`config.mk`:
```
export PLATFORM = sky130hd
export DESIGN_NAME = quad_encoder_bank
export DESIGN_NICKNAME = d
export VERILOG_FILES = /design/src/rtl/quad_pkg.sv /design/src/rtl/quad_channel.sv /design/src/rtl/quad_encoder_bank.sv
export SDC_FILE = /design/constraint.sdc
export NUM_CORES = 1
export LEC_CHECK = 0
export BUFFER_PORTS_ARGS = -buffer_cell sky130_fd_sc_hd__buf_2
export CAP_MARGIN = 20
export CORE_MARGIN = 2
export CORE_UTILIZATION = 45
export CTS_CLUSTER_SIZE = 16
export DETAILED_ROUTE_END_ITERATION = 12
export GPL_ROUTABILITY_DRIVEN = 0
export PLACE_DENSITY = 0.62
export SLEW_MARGIN = 40
export SYNTH_ARGS = -nofsm -noshare
export SYNTH_HDL_FRONTEND = slang
export SYNTH_SLANG_ARGS = --single-unit
```
`constraint.sdc`:
```
create_clock -name CLK -period 7.45 [get_ports CLK]
set_input_delay 1.1175 -clock CLK [delete_from_list [all_inputs] [get_ports CLK]]
set_output_delay 1.1175 -clock CLK [all_outputs]
set_load 0.02 [all_outputs]
```
`src/rtl/quad_pkg.sv`:
```
// Shared types and helpers for the quadrature encoder bank: AB state codes, decoded step
// encoding, the {prev, curr} step decoder and a signed saturation helper.
package quad_pkg;

  localparam logic [1:0] S00 = 2'b00;
  localparam logic [1:0] S01 = 2'b01;
  localparam logic [1:0] S11 = 2'b11;
  localparam logic [1:0] S10 = 2'b10;

  // Working width of the saturation helper; wide enough for any COUNT_W in use.
  localparam int unsigned SatW = 64;

  typedef enum logic [1:0] {
    STEP_NONE,
    STEP_FWD,
    STEP_REV,
    STEP_ERR
  } step_e;

  // Forward order is 00 -> 01 -> 11 -> 10 -> 00 on {A,B}.
  function automatic step_e ab_step(input logic [1:0] prev, input logic [1:0] curr);
    logic [1:0] fwd;
    case (prev)
      S00:     fwd = S01;
      S01:     fwd = S11;
      S11:     fwd = S10;
      default: fwd = S00;
    endcase
    if (prev == curr) begin
      return STEP_NONE;
    end else if ((prev ^ curr) == 2'b11) begin
      return STEP_ERR;
    end else if (curr == fwd) begin
      return STEP_FWD;
    end else begin
      return STEP_REV;
    end
  endfunction

  // Clamp a signed value to the range of a w-bit two's-complement number.
  function automatic logic signed [SatW-1:0] sat_signed(input logic signed [SatW-1:0] v,
                                                        input int unsigned w);
    logic signed [SatW-1:0] hi;
    logic signed [SatW-1:0] lo;
    hi = (64'sd1 <<< (w - 1)) - 64'sd1;
    lo = -hi - 64'sd1;
    if (v > hi) begin
      return hi;
    end else if (v < lo) begin
      return lo;
    end else begin
      return v;
    end
  endfunction

endpackage

```
`src/rtl/quad_channel.sv`:
```
// One encoder channel: 2-FF sync, per-input stability filter, x4 decode, wrapping count and
// sticky illegal-transition flag. Index capture is built when QUAD_ENCODER_BANK_INDEX_EN is set.
module quad_channel
  import quad_pkg::*;
#(
  parameter int unsigned COUNT_W       = 24,
  parameter int unsigned FILTER_CYCLES = 100
) (
  input  logic               CLK,
  input  logic               reset,
  input  logic               quad_a,
  input  logic               quad_b,
`ifdef QUAD_ENCODER_BANK_INDEX_EN
  input  logic               index,
  output logic [COUNT_W-1:0] index_position,
  output logic               index_seen,
`endif
  input  logic               clear,
  input  logic               error_clr,
  output logic [COUNT_W-1:0] count,
  output logic               error
);

`ifdef QUAD_ENCODER_BANK_INDEX_EN
  localparam int unsigned NumIn = 3;
  logic [NumIn-1:0] raw;
  assign raw = {index, quad_a, quad_b};
`else
  localparam int unsigned NumIn = 2;
  logic [NumIn-1:0] raw;
  assign raw = {quad_a, quad_b};
`endif

  localparam int unsigned FiltW = (FILTER_CYCLES > 1) ? $clog2(FILTER_CYCLES) : 1;
  localparam logic [FiltW-1:0] FiltLast = FiltW'(FILTER_CYCLES - 1);

  logic [NumIn-1:0] sync1_q, sync2_q;
  logic [NumIn-1:0] filt_q, filt_d, filt_prev_q;
  logic [FiltW-1:0] fcnt_q [NumIn];
  logic [FiltW-1:0] fcnt_d [NumIn];
  logic             init_q;
  logic [COUNT_W-1:0] count_q, count_d;
  logic             error_q, error_d;
  step_e            step;

  // Synchronisers track the pins through reset so the post-reset reload sees the true level.
  always_ff @(posedge CLK) begin
    sync1_q <= raw;
    sync2_q <= sync1_q;
  end

  always_comb begin
    filt_d = filt_q;
    for (int i = 0; i < int'(NumIn); i++) begin
      fcnt_d[i] = '0;
      if (init_q) begin
        filt_d[i] = sync2_q[i];
      end else if (sync2_q[i] != filt_q[i]) begin
        if (fcnt_q[i] == FiltLast) begin
          filt_d[i] = sync2_q[i];
        end else begin
          fcnt_d[i] = fcnt_q[i] + 1'b1;
        end
      end
    end
  end

  assign step = init_q ? STEP_NONE : ab_step(filt_prev_q[1:0], filt_q[1:0]);

  always_comb begin
    count_d = count_q;
    if (clear) begin
      count_d = '0;
    end else begin
      case (step)
        STEP_FWD: count_d = count_q + COUNT_W'(1);
        STEP_REV: count_d = count_q - COUNT_W'(1);
        default:  count_d = count_q;
      endcase
    end
  end

  // A new illegal transition outranks error_clr.
  always_comb begin
    error_d = error_q;
    if (step == STEP_ERR) begin
      error_d = 1'b1;
    end else if (error_clr) begin
      error_d = 1'b0;
    end
  end

  always_ff @(posedge CLK) begin
    if (reset) begin
      init_q      <= 1'b1;
      filt_q      <= '0;
      filt_prev_q <= '0;
      fcnt_q      <= '{default: '0};
      count_q     <= '0;
      error_q     <= 1'b0;
    end else begin
      init_q      <= 1'b0;
      filt_q      <= filt_d;
      // On the reload cycle prev follows the reloaded level so no step is decoded.
      filt_prev_q <= init_q ? filt_d : filt_q;
      fcnt_q      <= fcnt_d;
      count_q     <= count_d;
      error_q     <= error_d;
    end
  end

  assign count = count_q;
  assign error = error_q;

`ifdef QUAD_ENCODER_BANK_INDEX_EN
  logic               idx_rise;
  logic [COUNT_W-1:0] idx_pos_q, idx_pos_d;
  logic               idx_seen_q, idx_seen_d;

  assign idx_rise = ~init_q & filt_q[2] & ~filt_prev_q[2];

  always_comb begin
    idx_pos_d  = idx_pos_q;
    idx_seen_d = idx_seen_q;
    if (idx_rise) begin
      idx_pos_d = count_d;
    end
    if (clear) begin
      idx_seen_d = 1'b0;
    end else if (idx_rise) begin
      idx_seen_d = 1'b1;
    end
  end

  always_ff @(posedge CLK) begin
    if (reset) begin
      idx_pos_q  <= '0;
      idx_seen_q <= 1'b0;
    end else begin
      idx_pos_q  <= idx_pos_d;
      idx_seen_q <= idx_seen_d;
    end
  end

  assign index_position = idx_pos_q;
  assign index_seen     = idx_seen_q;
`endif

endmodule

```
`src/rtl/quad_encoder_bank.sv`:
```
// N-channel quadrature encoder front end with shared velocity window.
// Define QUAD_ENCODER_BANK_INDEX_EN to add index inputs, index_position and index_seen.
module quad_encoder_bank
  import quad_pkg::*;
#(
  parameter int unsigned CHANNELS      = 2,
  parameter int unsigned COUNT_W       = 24,
  parameter int unsigned FILTER_CYCLES = 100,
  parameter int unsigned VEL_WINDOW    = 32000,
  parameter int unsigned VEL_W         = 16
) (
  input  logic                          CLK,
  input  logic                          reset,
  input  logic [CHANNELS-1:0]           quadA,
  input  logic [CHANNELS-1:0]           quadB,
  input  logic [CHANNELS-1:0]           clear,
  input  logic                          error_clr,
`ifdef QUAD_ENCODER_BANK_INDEX_EN
  input  logic [CHANNELS-1:0]           index,
  output logic [CHANNELS*COUNT_W-1:0]   index_position,
  output logic [CHANNELS-1:0]           index_seen,
`endif
  output logic [CHANNELS*COUNT_W-1:0]   count,
  output logic [CHANNELS*VEL_W-1:0]     velocity,
  output logic                          vel_valid,
  output logic [CHANNELS-1:0]           error
);

  localparam int unsigned WinW = $clog2(VEL_WINDOW);

  logic [WinW-1:0] win_q, win_d;
  logic            win_tc;
  logic            vel_valid_q;

  assign win_tc = (win_q == WinW'(VEL_WINDOW - 1));
  assign win_d  = win_tc ? '0 : win_q + WinW'(1);

  always_ff @(posedge CLK) begin
    if (reset) begin
      win_q       <= '0;
      vel_valid_q <= 1'b0;
    end else begin
      win_q       <= win_d;
      vel_valid_q <= win_tc;
    end
  end

  assign vel_valid = vel_valid_q;

  for (genvar g = 0; g < CHANNELS; g++) begin : g_ch
    logic [COUNT_W-1:0] cnt;
    logic [COUNT_W-1:0] snap_q, snap_d;
    logic [COUNT_W-1:0] delta;
    logic [VEL_W-1:0]   vel_q, vel_d;

    quad_channel #(
      .COUNT_W       (COUNT_W),
      .FILTER_CYCLES (FILTER_CYCLES)
    ) u_channel (
      .CLK            (CLK),
      .reset          (reset),
      .quad_a         (quadA[g]),
      .quad_b         (quadB[g]),
`ifdef QUAD_ENCODER_BANK_INDEX_EN
      .index          (index[g]),
      .index_position (index_position[g*COUNT_W +: COUNT_W]),
      .index_seen     (index_seen[g]),
`endif
      .clear          (clear[g]),
      .error_clr      (error_clr),
      .count          (cnt),
      .error          (error[g])
    );

    // Modular subtraction keeps the delta right across a count wrap.
    assign delta = cnt - snap_q;

    always_comb begin
      snap_d = snap_q;
      vel_d  = vel_q;
      if (win_tc) begin
        vel_d  = VEL_W'(sat_signed(SatW'($signed(delta)), VEL_W));
        snap_d = cnt;
      end
      if (clear[g]) begin
        snap_d = '0;
        if (win_tc) begin
          vel_d = '0;
        end
      end
    end

    always_ff @(posedge CLK) begin
      if (reset) begin
        snap_q <= '0;
        vel_q  <= '0;
      end else begin
        snap_q <= snap_d;
        vel_q  <= vel_d;
      end
    end

    assign count[g*COUNT_W +: COUNT_W] = cnt;
    assign velocity[g*VEL_W +: VEL_W]  = vel_q;
  end

endmodule

```
==> load_flow_metrics.sql <==
INSERT INTO impl_metrics (metric_group, metric, value, unit) VALUES
('run_status', 'run_status', 'completed', ''),
('route', 'mean_routed_wirelength_per_cell', '13.96', 'um'),
('logic_synthesis', 'synthCells', '1399', ''),
('critical_path', 'timing.critical_path.fanout_max', '24', ''),
('logic_synthesis', 'postSynth.topFlopCell', 'sky130_fd_sc_hd__dfxtp_1', ''),
('timing', 'setup_violations', '0', ''),
('critical_path', 'cp_cell_sequence', 'mux2i_1, nor2_1, a211oi_1, ha_1, buf_4, ha_1, nor2b_1, o21ai_0, a21boi_0, o221a_2, o21a_1, or2_2, a21oi_1, o21ai_0, a221oi_1, xnor2_1, o211a_1', ''),
('clock_tree', 'cts_post_setup_buffers_inserted', '0', ''),
('clock_tree', 'clock_tree_from_tritoncts', 'built', ''),
('logic_synthesis', 'synth_area_leaders', 'sky130_fd_sc_hd__dfxtp_1 (34%), sky130_fd_sc_hd__ha_1 (11%), sky130_fd_sc_hd__a21oi_1 (6.9%), sky130_fd_sc_hd__xnor2_1 (5.5%), sky130_fd_sc_hd__nor2_1 (5.4%)', ''),
('final_layout', 'fillers', '2420', ''),
('global_routing', 'grt_max_degree', '57', ''),
('global_routing', 'first_global_vias', '8845', ''),
('clock_tree', 'cts-resized-gates', '0', ''),
('power_and_ir_drop', 'combPwrFrac', '0.144', ''),
('route', 'route.vias.total', '9577', ''),
('floorplan', 'ioPinCount', '92', ''),
('clock_tree', 'clk_pin_slew_worst_paths', '0.08', 'ns'),
('logic_synthesis', 'synth_fp_nets', '1511', ''),
('clock_tree', 'clock_insertion_delay_at_the_later_pin_of_the_skew_report', '0.44', 'ns'),
('logic_synthesis', 'netlist-cell-type-count', '73', ''),
('critical_path', 'timing_worst_setup_path_type', 'flop to flop', ''),
('route', 'via_per_inst', '5.315', ''),
('global_routing', 'grt_antenna_before_repair', '1', ''),
('power_and_ir_drop', 'p_sw', '669.5', 'uW'),
('timing', 'fmaxAchievable', '218.5', 'MHz'),
('timing', 'hold_ws', '0.3313', 'ns'),
('global_routing', 'gr-total-overflow', '0', ''),
('power_and_ir_drop', 'power_density', '183.1', 'nW/um2'),
('critical_path', 'path_buf_inv', '1', ''),
('route', 'drt_pre_antenna_iters', '4', ''),
('final_layout', 'finish.instance_area', '12690', 'um2'),
('floorplan', 'coreArea', '25040', 'um2'),
('timing', 'fin_skew', '0.01286', 'ns'),
('logic_synthesis', 'synthArstFlopShare', '0', ''),
('route', 'drt-initial-drc-count', '456', ''),
('clock_tree', 'cts_max_level', '4', ''),
('floorplan', 'initial_core_util', '0.4545', ''),
('critical_path', 'start_kind', 'flop', ''),
('timing', 'final-max-slew-violation-count', '0', ''),
('floorplan', 'fp.dieH', '163.0', 'um'),
('power_and_ir_drop', 'net_sw_frac', '0.2882', ''),
('job', 'max_cap_violations', '0', ''),
('timing', 'tns', '0', 'ns'),
('logic_synthesis', 'postSynthAreaPerCell', '8.134', 'um2'),
('power_and_ir_drop', 'power_leakage', '5.519', 'nW'),
('final_layout', 'layout.nets', '1571', ''),
('critical_path', 'timing.critical_path.slowest_cell_delay', '0.49', 'ns'),
('min_path', 'worst_hold_path_type', 'flop to flop', ''),
('power_and_ir_drop', 'vdd_ir_drop_max', '112.7', 'uV'),
('logic_synthesis', 'synth-edff-count', '0', ''),
('floorplan', 'cell_row_count', '58', ''),
('logic_synthesis', 'yosys_warnings', '0', ''),
('final_layout', 'antenna_cells', '0', ''),
('place', 'placed_cell_area', '12080', 'um2'),
('timing', 'tightestPinTransition', '0.6915', 'ns'),
('floorplan', 'die_w', '163.0', 'um'),
('route', 'drc', '0', ''),
('logic_synthesis', 'synth_top_area_share', '0.3360', ''),
('global_routing', 'wire_length_of_the_first_global_routing_pass', '42.00', 'mm'),
('logic_synthesis', 'seq_area_frac_synth', '0.3360', ''),
('critical_path', 'crit_family', 'compound AO/OA/AOI/OAI gates', ''),
('critical_path', 'crit_arrival', '4.91', 'ns'),
('critical_path', 'worst_ep_required_time', '7.79', 'ns'),
('timing', 'worst_slew_margin_rel', '0.5373', ''),
('final_layout', 'synthToLayoutAreaGrowth', '11.48', '%'),
('place', 'port-buffer-count', '91', ''),
('route', 'post_route_wl', '25.16', 'mm'),
('critical_path', 'slowest_stage', 'sky130_fd_sc_hd__dfxtp_1', ''),
('min_path', 'min-delay-start', 'g_ch[1].u_channel.sync1_q[1]', ''),
('power_and_ir_drop', 'cell_internal_pwr', '1.654', 'mW');
layer usage:
| metal | vias up | GRT usage | part of all wire |
|---|---|---|---|
| li1 | 4998 | - | - |
| met1 | 4411 | 0.2584 | 0.50 |
| met2 | 141 | 0.3201 | 0.45 |
| met3 | 25 | 0.03073 | 0.036 |
| met4 | 2 | 0.05109 | 0.012 |
| met5 | - | 0 | 0.00044 |
layout by cell type (no fill, tap or decap), drive strengths merged, types with 6 or more instances in the layout:
master,instances
dfxtp,191
a21oi,168
nor2,164
nand2,157
buf,100
ha,99
inv,79
xnor2,72
o21ai,53
xor2,42
a21o,33
nand3,32
and3,22
nand2b,21
clkbuf,18
mux2i,17
nor3,17
a221o,15
nor2b,14
a31oi,12
o21a,11
a211oi,9
a211o,9
o21bai,9
o31ai,8
or3,8
and2,6
nand4,6
or2,6
kinds of logic (layout without fill, tap and decap cells):
logic type	after synthesis	in the layout	synth area share
flip-flops	191	191	0.3360
AO/OA/AOI/OAI	365	365	0.2069
XOR/XNOR	114	114	0.08774
buffers and inverters	130	203	0.04640
adder cells (fa/ha/maj)	103	103	0.1159
multiplexers	18	18	0.01594
AND/OR/NAND/NOR	478	478	0.1911
synth_stat cells (12+ instances only):
cell,count
sky130_fd_sc_hd__nor3_1,17
sky130_fd_sc_hd__inv_1,71
sky130_fd_sc_hd__o21ai_0,39
sky130_fd_sc_hd__a21oi_1,157
sky130_fd_sc_hd__mux2i_1,17
sky130_fd_sc_hd__nand3_1,32
sky130_fd_sc_hd__a221o_1,15
sky130_fd_sc_hd__and3_1,21
sky130_fd_sc_hd__nor2b_1,13
sky130_fd_sc_hd__nand2b_1,21
sky130_fd_sc_hd__o21ai_1,14
sky130_fd_sc_hd__xnor2_1,72
sky130_fd_sc_hd__nor2_1,164
sky130_fd_sc_hd__clkbuf_1,41
sky130_fd_sc_hd__dfxtp_1,191
sky130_fd_sc_hd__xor2_1,42
sky130_fd_sc_hd__ha_1,99
sky130_fd_sc_hd__nand2_1,157
sky130_fd_sc_hd__a21o_1,29
sky130_fd_sc_hd__a31oi_1,12
per-stage QoR:
step | power (mW) | setup slack [ns] | instances | util
detailed placement | 1.410 | 2.866 | 1770 | 0.4827
CTS | 2.348 | 2.860 | 1802 | 0.5067
global placement | 1.404 | 3.013 | 1769 | 0.4815
global route | 2.431 | 2.561 | 1802 | 0.5067
finish | 2.323 | 2.873 | 1802 | 0.5067
floorplan | 1.342 | 3.100 | 1399 | -
worst paths after layout:
| path | endpoint | slack, ns | depth (start not counted) |
|---|---|---|---|
| worst max register to register | g_ch[0].u_channel.count[22] | 2.87 | 17 |
| worst min register to register | g_ch[1].u_channel.sync2_q[1] | 0.33 | 0 |
| worst min-delay path | g_ch[1].u_channel.sync2_q[1] | 0.33 | 0 |
| worst max-delay path | g_ch[0].u_channel.count[22] | 2.87 | 17 |
worst register-to-register path: stages, from the launching register on:
cell and delay [ns]:
sky130_fd_sc_hd__dfxtp_1 0.49, sky130_fd_sc_hd__mux2i_1 0.23, sky130_fd_sc_hd__nor2_1 0.05, sky130_fd_sc_hd__a211oi_1 0.36
sky130_fd_sc_hd__ha_1 0.23, sky130_fd_sc_hd__buf_4 0.29, sky130_fd_sc_hd__ha_1 0.32, sky130_fd_sc_hd__nor2b_1 0.15
sky130_fd_sc_hd__o21ai_0 0.21, sky130_fd_sc_hd__a21boi_0 0.19, sky130_fd_sc_hd__o221a_2 0.29, sky130_fd_sc_hd__o21a_1 0.18
sky130_fd_sc_hd__or2_2 0.28, sky130_fd_sc_hd__a21oi_1 0.28, sky130_fd_sc_hd__o21ai_0 0.25, sky130_fd_sc_hd__a221oi_1 0.37
sky130_fd_sc_hd__xnor2_1 0.10, sky130_fd_sc_hd__o211a_1 0.20
layout make-up:
| cell class | count | area [um2] | share of cell area |
|---|---|---|---|
| clock buffers | 18 | 429.2 | 0.03383 |
| clock inverters | 14 | 172.7 | 0.01361 |
| inverters | 71 | 266.5 | 0.02101 |
| multi-input cells | 1078 | 7038 | 0.5548 |
| flip-flops and latches | 191 | 3824 | 0.3014 |
| well taps | 330 | 412.9 | 0.03255 |
| repair buffers | 100 | 543.0 | 0.04281 |
power by group through the flow:
stage          Clock (mW)  Sequential, mW  Combinational, mW
2_1_floorplan           0            1.07              0.268
3_3_place_gp            0            1.07              0.330
3_5_place_dp            0            1.08              0.335
4_1_cts             0.961            1.05              0.336
5_1_grt              1.00            1.05              0.375
6_report            0.937            1.05              0.336
(Power assumes the default switching activity.)
